**config.mk**
```make
export PLATFORM = sky130hd
export DESIGN_NAME = seq_divider
export DESIGN_NICKNAME = d
export VERILOG_FILES = /design/src/rtl/div_pkg.sv /design/src/rtl/div_step.sv /design/src/rtl/seq_divider.sv
export SDC_FILE = /design/constraint.sdc
export NUM_CORES = 1
export LEC_CHECK = 0
export ABC_AREA = 1
export BUFFER_PORTS_ARGS = -buffer_cell sky130_fd_sc_hd__buf_2
export CAP_MARGIN = 20
export CORE_ASPECT_RATIO = 0.6
export CORE_UTILIZATION = 40
export DETAILED_ROUTE_END_ITERATION = 10
export PLACE_DENSITY = 0.69
export SLEW_MARGIN = 20
export SYNTH_ARGS = -nofsm -noshare
export SYNTH_HDL_FRONTEND = slang
export SYNTH_HIERARCHICAL = 1
export SYNTH_SLANG_ARGS = --single-unit
```
**constraint.sdc**
```tcl
create_clock -name Clk -period 2.3 [get_ports Clk]
set_input_delay 0.69 -clock Clk [delete_from_list [all_inputs] [get_ports Clk]]
set_output_delay 0.69 -clock Clk [all_outputs]
set_load 0.005 [all_outputs]
```
**src/rtl/div_pkg.sv**
```systemverilog
// ---------------------------------------------------------------------------
// div_pkg
//   Shared definitions for the sequential restoring divider (seq_divider).
//   - div_state_t : controller state encoding. The FIXUP state is present here
//                   in every build but is only entered when SIGNED_DIV_EN is
//                   defined.
//   - div_cnt_w() : width of the quotient-bit counter for a given operand
//                   width. The counter must be able to hold WIDTH itself.
// ---------------------------------------------------------------------------
package div_pkg;

    typedef enum logic [2:0] {
        ST_IDLE   = 3'd0,
        ST_LOAD_D = 3'd1,
        ST_START  = 3'd2,
        ST_SHIFT  = 3'd3,
        ST_SUB    = 3'd4,
        ST_FIXUP  = 3'd5,
        ST_DONE   = 3'd6
    } div_state_t;

    // Counter width: $clog2(width)+1 bits so the count can reach 'width'.
    function automatic int div_cnt_w(input int width);
        return $clog2(width) + 1;
    endfunction

endpackage : div_pkg

```
**src/rtl/div_step.sv**
```systemverilog
// ---------------------------------------------------------------------------
// div_step
//   Combinational datapath slice of the restoring divider. Provides both the
//   one-bit left shift of the {R,Q} pair (used in SHIFT) and the trial
//   subtraction of the divisor from the partial remainder (used in SUB).
//
// Parameters
//   WIDTH  operand width in bits (>=2)
//
// Ports
//   r      in   WIDTH  current partial remainder
//   q      in   WIDTH  current quotient / remaining dividend bits
//   d      in   WIDTH  divisor (magnitude in the signed build)
//   r_sh   out  WIDTH  remainder half of {r,q} << 1
//   q_sh   out  WIDTH  quotient half of {r,q} << 1
//   r_new  out  WIDTH  remainder after the trial subtraction (restored if negative)
//   q_bit  out  1      quotient bit produced by the trial subtraction
// ---------------------------------------------------------------------------
module div_step #(
    parameter int WIDTH = 8
) (
    input  logic [WIDTH-1:0] r,
    input  logic [WIDTH-1:0] q,
    input  logic [WIDTH-1:0] d,
    output logic [WIDTH-1:0] r_sh,
    output logic [WIDTH-1:0] q_sh,
    output logic [WIDTH-1:0] r_new,
    output logic             q_bit
);

    logic [WIDTH:0] trial;

    always_comb begin
        // MSB of q moves into the LSB of r; q gets a zero that SUB overwrites.
        r_sh  = {r[WIDTH-2:0], q[WIDTH-1]};
        q_sh  = {q[WIDTH-2:0], 1'b0};

        // One extra bit so a borrow shows up as trial[WIDTH]==1.
        trial = {1'b0, r} - {1'b0, d};
        q_bit = ~trial[WIDTH];
        r_new = q_bit ? trial[WIDTH-1:0] : r;
    end

endmodule : div_step

```
**src/rtl/seq_divider.sv**
```systemverilog
// ---------------------------------------------------------------------------
// seq_divider
//   Sequential restoring divider, one quotient bit every two clocks
//   (SHIFT then SUB). The divisor is loaded from the switches S with
//   LoadDivisor; the dividend is taken from S when Run starts a division.
//
// Build option
//   SIGNED_DIV_EN  defined   : two's-complement operands. Magnitudes are
//                              divided, then a FIXUP cycle applies signs
//                              (quotient negated if signs differ, remainder
//                              takes the dividend's sign).
//                  undefined : unsigned only, no FIXUP, no sign registers.
//
// Parameters
//   WIDTH        operand, quotient and remainder width (>=2)
//
// Ports
//   Clk          in   1      system clock, rising edge
//   Reset        in   1      asynchronous active-low reset
//   LoadDivisor  in   1      active-low: load S into divisor register (IDLE only)
//   Run          in   1      active-low: start division of S by divisor (IDLE only)
//   S            in   WIDTH  switch input: divisor or dividend
//   Qval         out  WIDTH  quotient register
//   Rval         out  WIDTH  remainder register
//   Dval         out  WIDTH  divisor register
//   Busy         out  1      high in START, SHIFT, SUB and FIXUP
//   Done         out  1      high in DONE
//   DivByZero    out  1      set at START when divisor==0, cleared at next START
// ---------------------------------------------------------------------------
module seq_divider #(
    parameter int WIDTH = 8
) (
    input  logic             Clk,
    input  logic             Reset,
    input  logic             LoadDivisor,
    input  logic             Run,
    input  logic [WIDTH-1:0] S,
    output logic [WIDTH-1:0] Qval,
    output logic [WIDTH-1:0] Rval,
    output logic [WIDTH-1:0] Dval,
    output logic             Busy,
    output logic             Done,
    output logic             DivByZero
);

    import div_pkg::*;

    localparam int DIV_CNT_W = div_cnt_w(WIDTH);

    div_state_t           state, state_n;
    logic [WIDTH-1:0]     q_reg, q_n;
    logic [WIDTH-1:0]     r_reg, r_n;
    logic [WIDTH-1:0]     d_reg, d_n;
    logic [DIV_CNT_W-1:0] cnt, cnt_n;
    logic                 dbz, dbz_n;

    // Operand magnitudes seen by the datapath.
    logic [WIDTH-1:0]     d_mag;
    logic [WIDTH-1:0]     s_mag;

    logic [WIDTH-1:0]     r_sh, q_sh, r_new;
    logic                 q_bit;

`ifdef SIGNED_DIV_EN
    logic                 neg_q, neg_q_n;
    logic                 neg_r, neg_r_n;

    // Dval keeps the value as loaded; only the datapath sees the magnitude.
    // -2^(W-1) maps to 2^(W-1), which is still correct read as unsigned.
    assign d_mag = d_reg[WIDTH-1] ? -d_reg : d_reg;
    assign s_mag = S[WIDTH-1]     ? -S     : S;
`else
    assign d_mag = d_reg;
    assign s_mag = S;
`endif

    div_step #(
        .WIDTH (WIDTH)
    ) u_step (
        .r     (r_reg),
        .q     (q_reg),
        .d     (d_mag),
        .r_sh  (r_sh),
        .q_sh  (q_sh),
        .r_new (r_new),
        .q_bit (q_bit)
    );

    // -----------------------------------------------------------------------
    // Next state
    // -----------------------------------------------------------------------
    always_comb begin
        state_n = state;
        case (state)
            ST_IDLE: begin
                // Run has priority over LoadDivisor.
                if (!Run)              state_n = ST_START;
                else if (!LoadDivisor) state_n = ST_LOAD_D;
            end
            ST_LOAD_D: state_n = ST_IDLE;
            ST_START: begin
                if (d_reg == '0) state_n = ST_DONE;
                else             state_n = ST_SHIFT;
            end
            ST_SHIFT: state_n = ST_SUB;
            ST_SUB: begin
                if (cnt == DIV_CNT_W'(WIDTH - 1)) begin
`ifdef SIGNED_DIV_EN
                    state_n = ST_FIXUP;
`else
                    state_n = ST_DONE;
`endif
                end else begin
                    state_n = ST_SHIFT;
                end
            end
`ifdef SIGNED_DIV_EN
            ST_FIXUP: state_n = ST_DONE;
`endif
            ST_DONE: begin
                // Holding Run low keeps the result; no automatic restart.
                if (Run) state_n = ST_IDLE;
            end
            default: state_n = ST_IDLE;
        endcase
    end

    // -----------------------------------------------------------------------
    // Next datapath values
    // -----------------------------------------------------------------------
    always_comb begin
        q_n   = q_reg;
        r_n   = r_reg;
        d_n   = d_reg;
        cnt_n = cnt;
        dbz_n = dbz;
`ifdef SIGNED_DIV_EN
        neg_q_n = neg_q;
        neg_r_n = neg_r;
`endif
        case (state)
            ST_LOAD_D: d_n = S;
            ST_START: begin
                cnt_n = '0;
                dbz_n = (d_reg == '0);
                if (d_reg == '0) begin
                    // Divide-by-zero result: all-ones quotient, raw dividend.
                    q_n = '1;
                    r_n = S;
                end else begin
                    q_n = s_mag;
                    r_n = '0;
                end
`ifdef SIGNED_DIV_EN
                neg_q_n = S[WIDTH-1] ^ d_reg[WIDTH-1];
                neg_r_n = S[WIDTH-1];
`endif
            end
            ST_SHIFT: begin
                r_n = r_sh;
                q_n = q_sh;
            end
            ST_SUB: begin
                r_n   = r_new;
                q_n   = {q_reg[WIDTH-1:1], q_bit};
                cnt_n = cnt + 1'b1;
            end
`ifdef SIGNED_DIV_EN
            ST_FIXUP: begin
                if (neg_q) q_n = -q_reg;
                if (neg_r) r_n = -r_reg;
            end
`endif
            default: ;
        endcase
    end

    // -----------------------------------------------------------------------
    // Registers
    // -----------------------------------------------------------------------
    always_ff @(posedge Clk or negedge Reset) begin
        if (!Reset) begin
            state <= ST_IDLE;
            q_reg <= '0;
            r_reg <= '0;
            d_reg <= '0;
            cnt   <= '0;
            dbz   <= 1'b0;
`ifdef SIGNED_DIV_EN
            neg_q <= 1'b0;
            neg_r <= 1'b0;
`endif
        end else begin
            state <= state_n;
            q_reg <= q_n;
            r_reg <= r_n;
            d_reg <= d_n;
            cnt   <= cnt_n;
            dbz   <= dbz_n;
`ifdef SIGNED_DIV_EN
            neg_q <= neg_q_n;
            neg_r <= neg_r_n;
`endif
        end
    end

    assign Qval      = q_reg;
    assign Rval      = r_reg;
    assign Dval      = d_reg;
    assign DivByZero = dbz;
    assign Done      = (state == ST_DONE);
    assign Busy      = (state == ST_START) || (state == ST_SHIFT) ||
                       (state == ST_SUB)   || (state == ST_FIXUP);

endmodule : seq_divider

```
==> run_results.csv, run 1 <==
group,metric,value,unit
timing,rsz0062_at_grt,"no",
critical_path,crit_chain,"inv_2, nor2_1, inv_1, nand2_4, inv_2, nand2_1, buf_2",
floorplan,io-pin-count,39,
floorplan,die_w,104,um
power_and_ir_drop,power_frac_comb,0.662,
global_routing,grt_usage,0.194,
timing,skew,0.00485,ns
synth,synth_top_cell_by_area,"dfrtp_1",
global_routing,gr-total-overflow,0,
clock_tree,htree_levels,2,
power_and_ir_drop,ir_drop,0.577,mV
clock_tree,clock_latency,0.29,ns
run_status,outcome,"finished clean",
detailed_routing,viasPerCell,4.80,
power_and_ir_drop,powerDensity,1720,mW/mm2
power_and_ir_drop,power_leakage,1.48,nW
critical_path,cp_slowest_cell,"dfrtp_2",
clock_tree,cts_hold_buf,0,
clock_tree,cts_buffers,5,
clock_tree,cts_tree,"yes",
placement,dp_hpwl,4520,um
critical_path,rr_endpoint,"Rval[0]",
timing,max_slew_margin,0.508,
timing,setup_tns,0,ns
final_layout,multi_input_area,0.00130,mm2
clock_tree,clockRootBuffer,"clkbuf_8",
placement,dpl.cell_count,442,
synth,syn_area_per_cell,7.19,um2
final_layout,num-fill-cells,597,
detailed_routing,postRouteAntennaNets,0,
floorplan,rows,21,
global_routing,grtUsageMet1,0.308,
final_layout,area_delta_synth_final,9.76,%
job,drv_cap,0,
detailed_routing,wl_per_cell,12.8,um
power_and_ir_drop,seq_power_share,0.240,
synth,synth_area_leaders,"dfrtp_1, nand2_1, nand3_1, nor2_1, inv_1",
floorplan,core_area,0.00575,mm2
critical_path,critPathMaxFanout,11,
final_layout,final-seq-area,802,um2
floorplan,initial_core_util,0.430,
synth,synth_cells,344,
placement,place_ws,0.0447,ns
floorplan,fp.dieH,62.9,um
placement,placed_cell_area,0.00259,mm2
hold_path,hold_path_class,"input port to async pin",
synth,yosysUniqueCellTypes,33,
detailed_routing,wl,5810,um
timing,timing.fmax,456,MHz
synth,ys_ff_latch,32,
power_and_ir_drop,power.share.clock,0.098,
final_layout,fin_nets,393,
power_and_ir_drop,intPower,2.30,mW
global_routing,use_met3,0.0448,
final_layout,num_antenna_cells,0,
critical_path,r2r_start,"Dval[0]",
detailed_routing,vias,2169,
timing,setup_ws,0.105,ns
floorplan,die_area,0.00652,mm2
clock_tree,cts_sinks,32,
critical_path,cp_common_cell,"inv_2",
global_routing,grt_pass1_wl,9900,um
timing,worst_pin_slew,0.739,ns
final_layout,final_cell_area,0.00272,mm2
clock_tree,clock_path_buffers,2,
placement,port_buffers,38,
clock_tree,path_clk_slew,0.07,ns
final_layout,layout-drive-gt1-share,0.234,
critical_path,critPathArrivalTime,1.50,ns
detailed_routing,drtIter0Drc,150,
synth,synth.cell_area,0.00247,mm2
synth,synth_nets,366,
global_routing,grt_max_degree,33,
power_and_ir_drop,p_sw_frac,0.506,
synth,yosysSeqAreaShare,0.324,
final_layout,fin_cells,452,
power_and_ir_drop,power.net_switching,2.36,mW
synth,yosysTopAreaCellShare,0.324,
critical_path,crit_required,1.61,ns
global_routing,grt_pass1_vias,1947,
timing,slew_viol_final,0,
detailed_routing,drt_pre_antenna_iters,5,
critical_path,critPathMaxStageDelay,0.45,ns
detailed_routing,drc,0,
critical_path,path_class,"register to output pin",
placement,gp_congestion,0.826,
timing,period_needed,2.19,ns
critical_path,r2r_slack,0.19,ns
timing,hold_violations,0,
timing,setup_viol,0,
synth,yosysWarnings,6,
global_routing,grt-busiest-layer,"met1",
timing,fin_crit_sh,0.954,
global_routing,antenna_found_initial,0,
global_routing,globalRouteMet2Util,0.251,
critical_path,worst_setup_path_end_kind,"output pin",
critical_path,reg2regPathDepth,15,
critical_path,startpoint_type,"register",
==> synth_stat cells, drive strengths merged <==
library cell / instances
conb: 1
xor2: 2
fa: 1
ha: 9
xnor2: 1
nand3b: 2
dfrtp: 32
nand2: 96
mux2: 4
a22o: 1
o211ai: 4
nand3: 44
o21bai: 1
o21ai: 11
inv: 44
a21oi: 11
nor2: 46
buf: 27
or2: 6
nor3: 1
==> power groups by stage <==
| stage | clock network, mW | logic (mW) | registers [mW] |
|---|---|---|---|
| 4_1_cts | 0.464 | 3.01 | 1.13 |
| 5_1_grt | 0.485 | 3.51 | 1.16 |
| 6_report | 0.457 | 3.09 | 1.12 |
| 3_5_place_dp | 0 | 2.98 | 1.14 |
| 3_3_place_gp | 0 | 2.93 | 1.13 |
| 2_1_floorplan | 0 | 2.54 | 1.09 |
==> metrics by stage <==
stage / total power [mW] / hold WS [ns] / utilization
after global placement: 4.06 / 0.466 / 0.451
final: 4.66 / 0.460 / 0.472
after floorplan: 3.63 / 0.394 / -
after detailed placement: 4.12 / 0.470 / 0.451
after CTS: 4.61 / 0.489 / 0.467
after global routing: 5.16 / 0.525 / 0.472
==> routing by layer <==
metal | vias up | share of wire
li1 | 1121 | -
met1 | 976 | 0.55
met2 | 68 | 0.38
met3 | 4 | 0.062
met4 | 0 | 0.0064
met5 | - | 0
==> cells in the final DEF, fill, tap and decap left out, types with 2 or more instances in the layout <==
master    synthesis  final
nand3_1          41     41
nor2_1           42     42
or2_2             2      2
a21oi_1          10     10
nand3_2           2      2
clkbuf_1          0      2
ha_1              9      9
nand2_2           7      7
nand3b_1          2      2
dfrtp_1          32     31
inv_2             5      5
nand2_1          86     85
buf_4            18      9
or2_0             4      4
nor2_4            3      3
xor2_1            2      2
inv_1            39     39
clkbuf_8          0      6
buf_2             2     38
o21ai_0           8      8
mux2_2            2      2
nand2_4           3      3
o21ai_2           3      3
mux2_4            2      2
o211ai_1          4      4
==> how the worst max path moves through the flow <==
stage / start / end / slack [ns] / depth (start not counted)
final: state[1] / Busy / 0.11 / 7
after CTS: state[1] / Busy / 0.06 / 7
after detailed placement: Rval[0] / Rval[7] / 0.04 / 14
after floorplan: Rval[0] / Rval[7] / 0.25 / 15
after global placement: Rval[0] / Rval[0] / 0.12 / 16
after global routing: state[1] / Busy / 0.004 / 7
==> cells by family after synthesis <==
group,after synthesis,synth area share
and+or+nand+nor,195,0.363
buffers and inverters,71,0.157
DFF,32,0.324
AOI/OAI and AO/OA,28,0.0693
adders and majority gates,10,0.0536
muxes,4,0.0212
xor gates and xnor gates,3,0.0106
other,1,0.00152
==> final cells by class <==
class,instances,share of cell area
Clock buffer,8,0.0332
Multi-Input combinational cell,241,0.479
Tap cell,80,0.0368
Sequential cell,32,0.295
Timing Repair Buffer,47,0.0949
Inverter,44,0.0608
==> timing repair <==
action	CTS	global route
buffers inserted	0	2
resized for setup	2	2
setup endpoints to repair	2	9
==> critical path, delay by kind of cell, from the launching register on <==
kind	cells	cell delay, ns
buf+inv	4	0.51
flops	1	0.45
simple gates	3	0.27
==> state kept, by name, summed over array words and instances (netlist names) <==
name and count:
state 3, Qval 8, Dval 8, DivByZero 1
Rval 8, cnt 4
Note: power is estimated with default switching activity, not from simulation.
==> inputs of run 2 (changes only) <==
--- a/config.mk
+++ b/config.mk
@@ -11,6 +11,7 @@
 export CORE_ASPECT_RATIO = 0.6
 export CORE_UTILIZATION = 40
 export DETAILED_ROUTE_END_ITERATION = 10
+export GPL_TIMING_DRIVEN = 0
 export PLACE_DENSITY = 0.69
 export SLEW_MARGIN = 20
 export SYNTH_ARGS = -nofsm -noshare
==> run 2 against run 1 <==
Critical path depth fell by 1; die area unchanged; sequential cell count unchanged; worst setup slack better by 0.022 ns; core utilization is 3.4 points higher; power is 10% higher; largest cell class unchanged.
==> run_results.csv, run 2 (synthesized netlist as in run 1, its figures left out) <==
group,metric,value,unit
run_status,outcome,"finished clean",
timing,skew,0.00207,ns
final_layout,layout-drive-gt1-share,0.285,
placement,dpl.cell_count,462,
clock_tree,clock_path_buffers,2,
timing,slew_viol_final,0,
clock_tree,path_clk_slew,0.07,ns
timing,max_slew_margin,0.528,
power_and_ir_drop,power.total,5.15,mW
final_layout,fin_cells,473,
final_layout,area_delta_synth_final,17.7,%
clock_tree,cts_sinks,32,
final_layout,fin_nets,414,
detailed_routing,drc,0,
global_routing,grt_pass1_vias,2031,
placement,gp_congestion,0.800,
floorplan,die_w,104,um
clock_tree,cts_tree,"yes",
final_layout,finish.utilization,0.506,
timing,hold_violations,0,
critical_path,critPathMaxFanout,10,
detailed_routing,viasPerCell,4.81,
final_layout,layout_common_cells,"nand2_1, nor2_1, nand3_1, buf_2, inv_1",
timing,worst_pin_slew,0.708,ns
global_routing,grt_max_degree,33,
clock_tree,cts_buffers,5,
detailed_routing,postRouteAntennaNets,0,
global_routing,grt_usage,0.197,
floorplan,die_area,0.00652,mm2
detailed_routing,drt_pre_antenna_iters,4,
power_and_ir_drop,power_leakage,1.60,nW
critical_path,startpoint_type,"register",
global_routing,gr-total-overflow,0,
detailed_routing,wl,6030,um
timing,setup_tns,0,ns
power_and_ir_drop,powerDensity,1770,mW/mm2
clock_tree,cts_hold_buf,0,
detailed_routing,wl_per_cell,12.7,um
global_routing,antenna_found_initial,0,
global_routing,grt_pass1_wl,10000,um
critical_path,startpoint,"state[2]",
timing,fin_hold_ws,0.446,ns
detailed_routing,drt-met1-wl,3340,um
critical_path,worst_setup_path_end_kind,"output pin",
floorplan,rows,21,
critical_path,r2r_slack,0.15,ns
critical_path,path_class,"register to output pin",
critical_path,rr_endpoint,"Rval[5]",
detailed_routing,wl_met2,2180,um
detailed_routing,top_layer,"met4",
critical_path,crit_required,1.61,ns
detailed_routing,dr_wl_met3,438,um
timing,fin_crit_sh,0.945,
critical_path,reg2regPathDepth,15,
floorplan,initial_core_util,0.430,
detailed_routing,drtIter0Drc,120,
floorplan,core_area,0.00575,mm2
timing,timing.fmax,460,MHz
timing,period_needed,2.17,ns
floorplan,fp.dieH,62.9,um
critical_path,critPathArrivalTime,1.48,ns
placement,port_buffers,38,
clock_tree,htree_levels,2,
detailed_routing,vias,2275,
final_layout,final_common_cell,"nand2_1",
clock_tree,clockRootBuffer,"clkbuf_8",
critical_path,endpoint,"Busy",
final_layout,num_antenna_cells,0,
power_and_ir_drop,ir_drop,0.773,mV
floorplan,io-pin-count,39,
timing,setup_viol,0,
clock_tree,clock_latency,0.29,ns
critical_path,r2r_start,"Rval[0]",
job,drv_cap,0,
hold_path,hold_path_class,"input port to async pin",
placement,dp_hpwl,4740,um
==> run 2: cell count changes in the layout (fill, tap and decap cells not counted), sizes merged <==
cell    previous run  this run
clkinv             0         2
clkbuf             8         7
buf               47        67
==> run 2: how the worst min path moves through the flow <==
stage | startpoint | depth (start not counted) | slack [ns] | end
after floorplan | Reset | 0 | 0.39 | DivByZero
after global placement | DivByZero | 2 | 0.47 | DivByZero
after detailed placement | DivByZero | 2 | 0.47 | DivByZero
after CTS | Reset | 1 | 0.48 | Dval[4]
after global routing | DivByZero | 2 | 0.51 | DivByZero
final | Reset | 1 | 0.45 | Dval[7]
==> run 2: worst max-delay path, stage by stage, from the launching register on <==
cell,delay (ns)
dfrtp_1,0.47
buf_6,0.20
nand2_4,0.11
nand2_4,0.06
inv_2,0.15
nand2_1,0.06
buf_2,0.13
==> run 2: per-layer routing <==
metal,vias to the layer above,track usage
met2,69,0.253
met1,1035,0.316
met5,-,0
li1,1162,-
met3,9,0.0448
met4,0,0.0543
==> run 2: metrics by stage <==
stage | cell area, um2 | setup slack, ns
3_3_place_gp | 2770 | 0.0302
4_1_cts | 2860 | 0.0119
2_1_floorplan | 2470 | 0.248
6_report | 2910 | 0.127
3_5_place_dp | 2770 | -0.00521
5_1_grt | 2910 | -0.0218
==> run 2: power by group <==
group	internal, mW	switching [mW]
registers	0.833	0.298
clock network	0.239	0.224
logic	1.59	1.96
==> run 2: area by class of cell <==
cell class / instances / area (um2)
Fill cell: 581 / 2840
Multi-Input combinational cell: 241 / 1300
Sequential cell: 32 / 801
Timing Repair Buffer: 41 / 230
Buffer: 27 / 228
Inverter: 44 / 165
Tap cell: 80 / 100
Clock buffer: 6 / 82.6
Clock inverter: 2 / 10.0
==> run 2: timing repair <==
| action | CTS | global route |
|---|---|---|
| gates resized for setup | 1 | 5 |
| pin swaps | 0 | 7 |
| buffers inserted | 0 | 2 |
| gates cloned | 0 | 1 |
| endpoints found under the setup margin | 5 | 8 |
==> inputs of run 3 (changes only) <==
--- a/config.mk
+++ b/config.mk
@@ -6,13 +6,14 @@
 export NUM_CORES = 1
 export LEC_CHECK = 0
 export ABC_AREA = 1
-export BUFFER_PORTS_ARGS = -buffer_cell sky130_fd_sc_hd__buf_2
 export CAP_MARGIN = 20
 export CORE_ASPECT_RATIO = 0.6
 export CORE_UTILIZATION = 40
 export DETAILED_ROUTE_END_ITERATION = 10
+export DONT_BUFFER_PORTS = 1
 export GPL_TIMING_DRIVEN = 0
-export PLACE_DENSITY = 0.69
+export MAX_ROUTING_LAYER = met4
+export PLACE_DENSITY = 0.63
 export SLEW_MARGIN = 20
 export SYNTH_ARGS = -nofsm -noshare
 export SYNTH_HDL_FRONTEND = slang
==> constraint.sdc (replaced) <==
create_clock -name Clk -period 2.3 [get_ports Clk]
set_input_delay 0.46 -clock Clk [delete_from_list [all_inputs] [get_ports Clk]]
set_output_delay 0.46 -clock Clk [all_outputs]
set_load 0.005 [all_outputs]
==> run 3 against run 2 <==
Hold slack got worse by 0.13 ns; fmax up 1.3%; first-iteration DRC count increased by 1.7%; power is 3.2% lower; critical path depth is 9 higher; largest power group unchanged.
==> run_results.csv, run 3 (synthesized netlist as in run 1, its figures left out) <==
group,metric,value,unit
floorplan,fp.dieH,62.9,um
critical_path,crit_buf_inv,3,
critical_path,endpoint,"Rval[6]",
critical_path,critPathMaxStageDelay,0.42,ns
placement,port_buffers,0,
critical_path,path_depth,15,
clock_tree,cts_tree,"yes",
critical_path,path_class,"register to register",
power_and_ir_drop,power.total,4.98,mW
power_and_ir_drop,intPower,2.54,mW
floorplan,rows,21,
job,drv_cap,0,
global_routing,grt_pass1_vias,1877,
critical_path,startpoint_type,"register",
detailed_routing,wl_per_cell,13.8,um
timing,setup_viol,0,
critical_path,critPathMaxFanout,5,
timing,timing.fmax,466,MHz
hold_path,min_from,"S[7]",
global_routing,grt_max_degree,33,
run_status,outcome,"finished clean",
critical_path,critPathTopFamily,"simple AND/OR/NAND/NOR gates",
global_routing,grt_pass1_wl,9890,um
timing,setup_ws,0.155,ns
timing,hold_violations,0,
detailed_routing,viasPerCell,4.80,
floorplan,die_w,104,um
final_layout,fin_nets,378,
final_layout,fin_cells,437,
final_layout,layout-drive-gt1-share,0.210,
floorplan,core_area,0.00575,mm2
detailed_routing,drt_pre_antenna_iters,4,
hold_path,hold_path_class,"input port to register",
placement,place_ws,-0.0270,ns
detailed_routing,vias,2097,
floorplan,io-pin-count,39,
power_and_ir_drop,p_sw_frac,0.491,
timing,slew_viol_final,0,
power_and_ir_drop,powerDensity,1810,mW/mm2
power_and_ir_drop,power_leakage,1.46,nW
clock_tree,clock_path_buffers,2,
final_layout,num_antenna_cells,0,
timing,fin_hold_ws,0.311,ns
global_routing,antenna_found_initial,0,
placement,gp_congestion,0.822,
critical_path,crit_chain,"inv_2, ha_2, fa_1, inv_2, nand2_2, nand2_4, nand3_4, nand2_4, clkbuf_16, nand3_1, nand2_1, nand3_1, nand2_1, nor2_1, a21oi_1",
detailed_routing,drtIter0Drc,122,
clock_tree,path_clk_slew,0.07,ns
critical_path,rr_endpoint,"Rval[6]",
final_layout,final_cell_area,0.00276,mm2
clock_tree,cts_buffers,5,
detailed_routing,drc,0,
global_routing,gr-total-overflow,0,
final_layout,final_common_cell,"nand2_1",
floorplan,die_area,0.00652,mm2
power_and_ir_drop,seq_power_share,0.238,
detailed_routing,wl,6020,um
placement,placed_cell_area,0.00257,mm2
critical_path,startpoint,"Rval[0]",
critical_path,r2r_slack,0.16,ns
final_layout,area_delta_synth_final,11.5,%
critical_path,cp_slowest_cell,"dfrtp_1",
floorplan,initial_core_util,0.430,
final_layout,layout_common_cells,"nand2_1, nor2_1, nand3_1, inv_1, dfrtp_1",
critical_path,crit_required,2.52,ns
clock_tree,clock_latency,0.29,ns
final_layout,finish.utilization,0.479,
clock_tree,clockRootBuffer,"clkbuf_8",
power_and_ir_drop,power_frac_comb,0.670,
timing,period_needed,2.14,ns
placement,dp_hpwl,4660,um
critical_path,critPathArrivalTime,2.36,ns
timing,fin_crit_sh,0.933,
critical_path,worst_setup_path_end_kind,"register",
power_and_ir_drop,ir_drop,0.556,mV
timing,skew,0.00745,ns
critical_path,r2r_start,"Rval[0]",
timing,rsz0062_at_grt,"no",
clock_tree,htree_levels,2,
critical_path,reg2regPathDepth,15,
global_routing,grt_usage,0.204,
power_and_ir_drop,power.share.clock,0.092,
clock_tree,cts_sinks,32,
timing,setup_tns,0,ns
detailed_routing,postRouteAntennaNets,0,
placement,dpl.cell_count,424,
power_and_ir_drop,power.net_switching,2.45,mW
## run 3: cell count changes in the layout (fill, tap and decap cells not counted), sizes merged
cell,delta
buf,-37
clkbuf,+2
clkinv,-2
dlygate4sd3,+1
## run 3: area by class of cell
type | instances | area, um2
plain buffers | 27 | 228
clock buffers | 8 | 90.1
fillers | 587 | 3000
inverters | 44 | 165
multi-input cells | 241 | 1310
flip-flops and latches | 32 | 801
well taps | 80 | 100
repair buffers | 5 | 70.1
## run 3: timing repair
item / CTS / global route
setup buffers: 0 / 2
pin swaps: 0 / 4
gates resized for setup: 1 / 8
endpoints found under the hold margin: 32 / 0
cloned: 0 / 1
setup endpoints to repair: 5 / 8
hold buffers: 2 / 0
## run 3: power groups by stage
stage	logic [mW]	registers, mW	clock network [mW]
2_1_floorplan	2.54	1.09	0
3_3_place_gp	3.01	1.20	0
3_5_place_dp	3.04	1.20	0
4_1_cts	3.09	1.19	0.467
5_1_grt	3.77	1.24	0.491
6_report	3.34	1.19	0.460
## run 3: worst min-delay path by stage
stage / endpoint / cells after the start
6_report: Dval[7] / 1
2_1_floorplan: DivByZero / 0
4_1_cts: Dval[7] / 1
3_3_place_gp: Dval[7] / 0
5_1_grt: Dval[7] / 1
3_5_place_dp: Dval[7] / 0
## run 3: layer usage
metal  GRT usage  vias up  share of wire
met5           -        -              0
met4      0.0435        0         0.0035
met3      0.0584        3          0.078
met2       0.242       57           0.34
met1       0.322      942           0.57
li1            -     1095              -
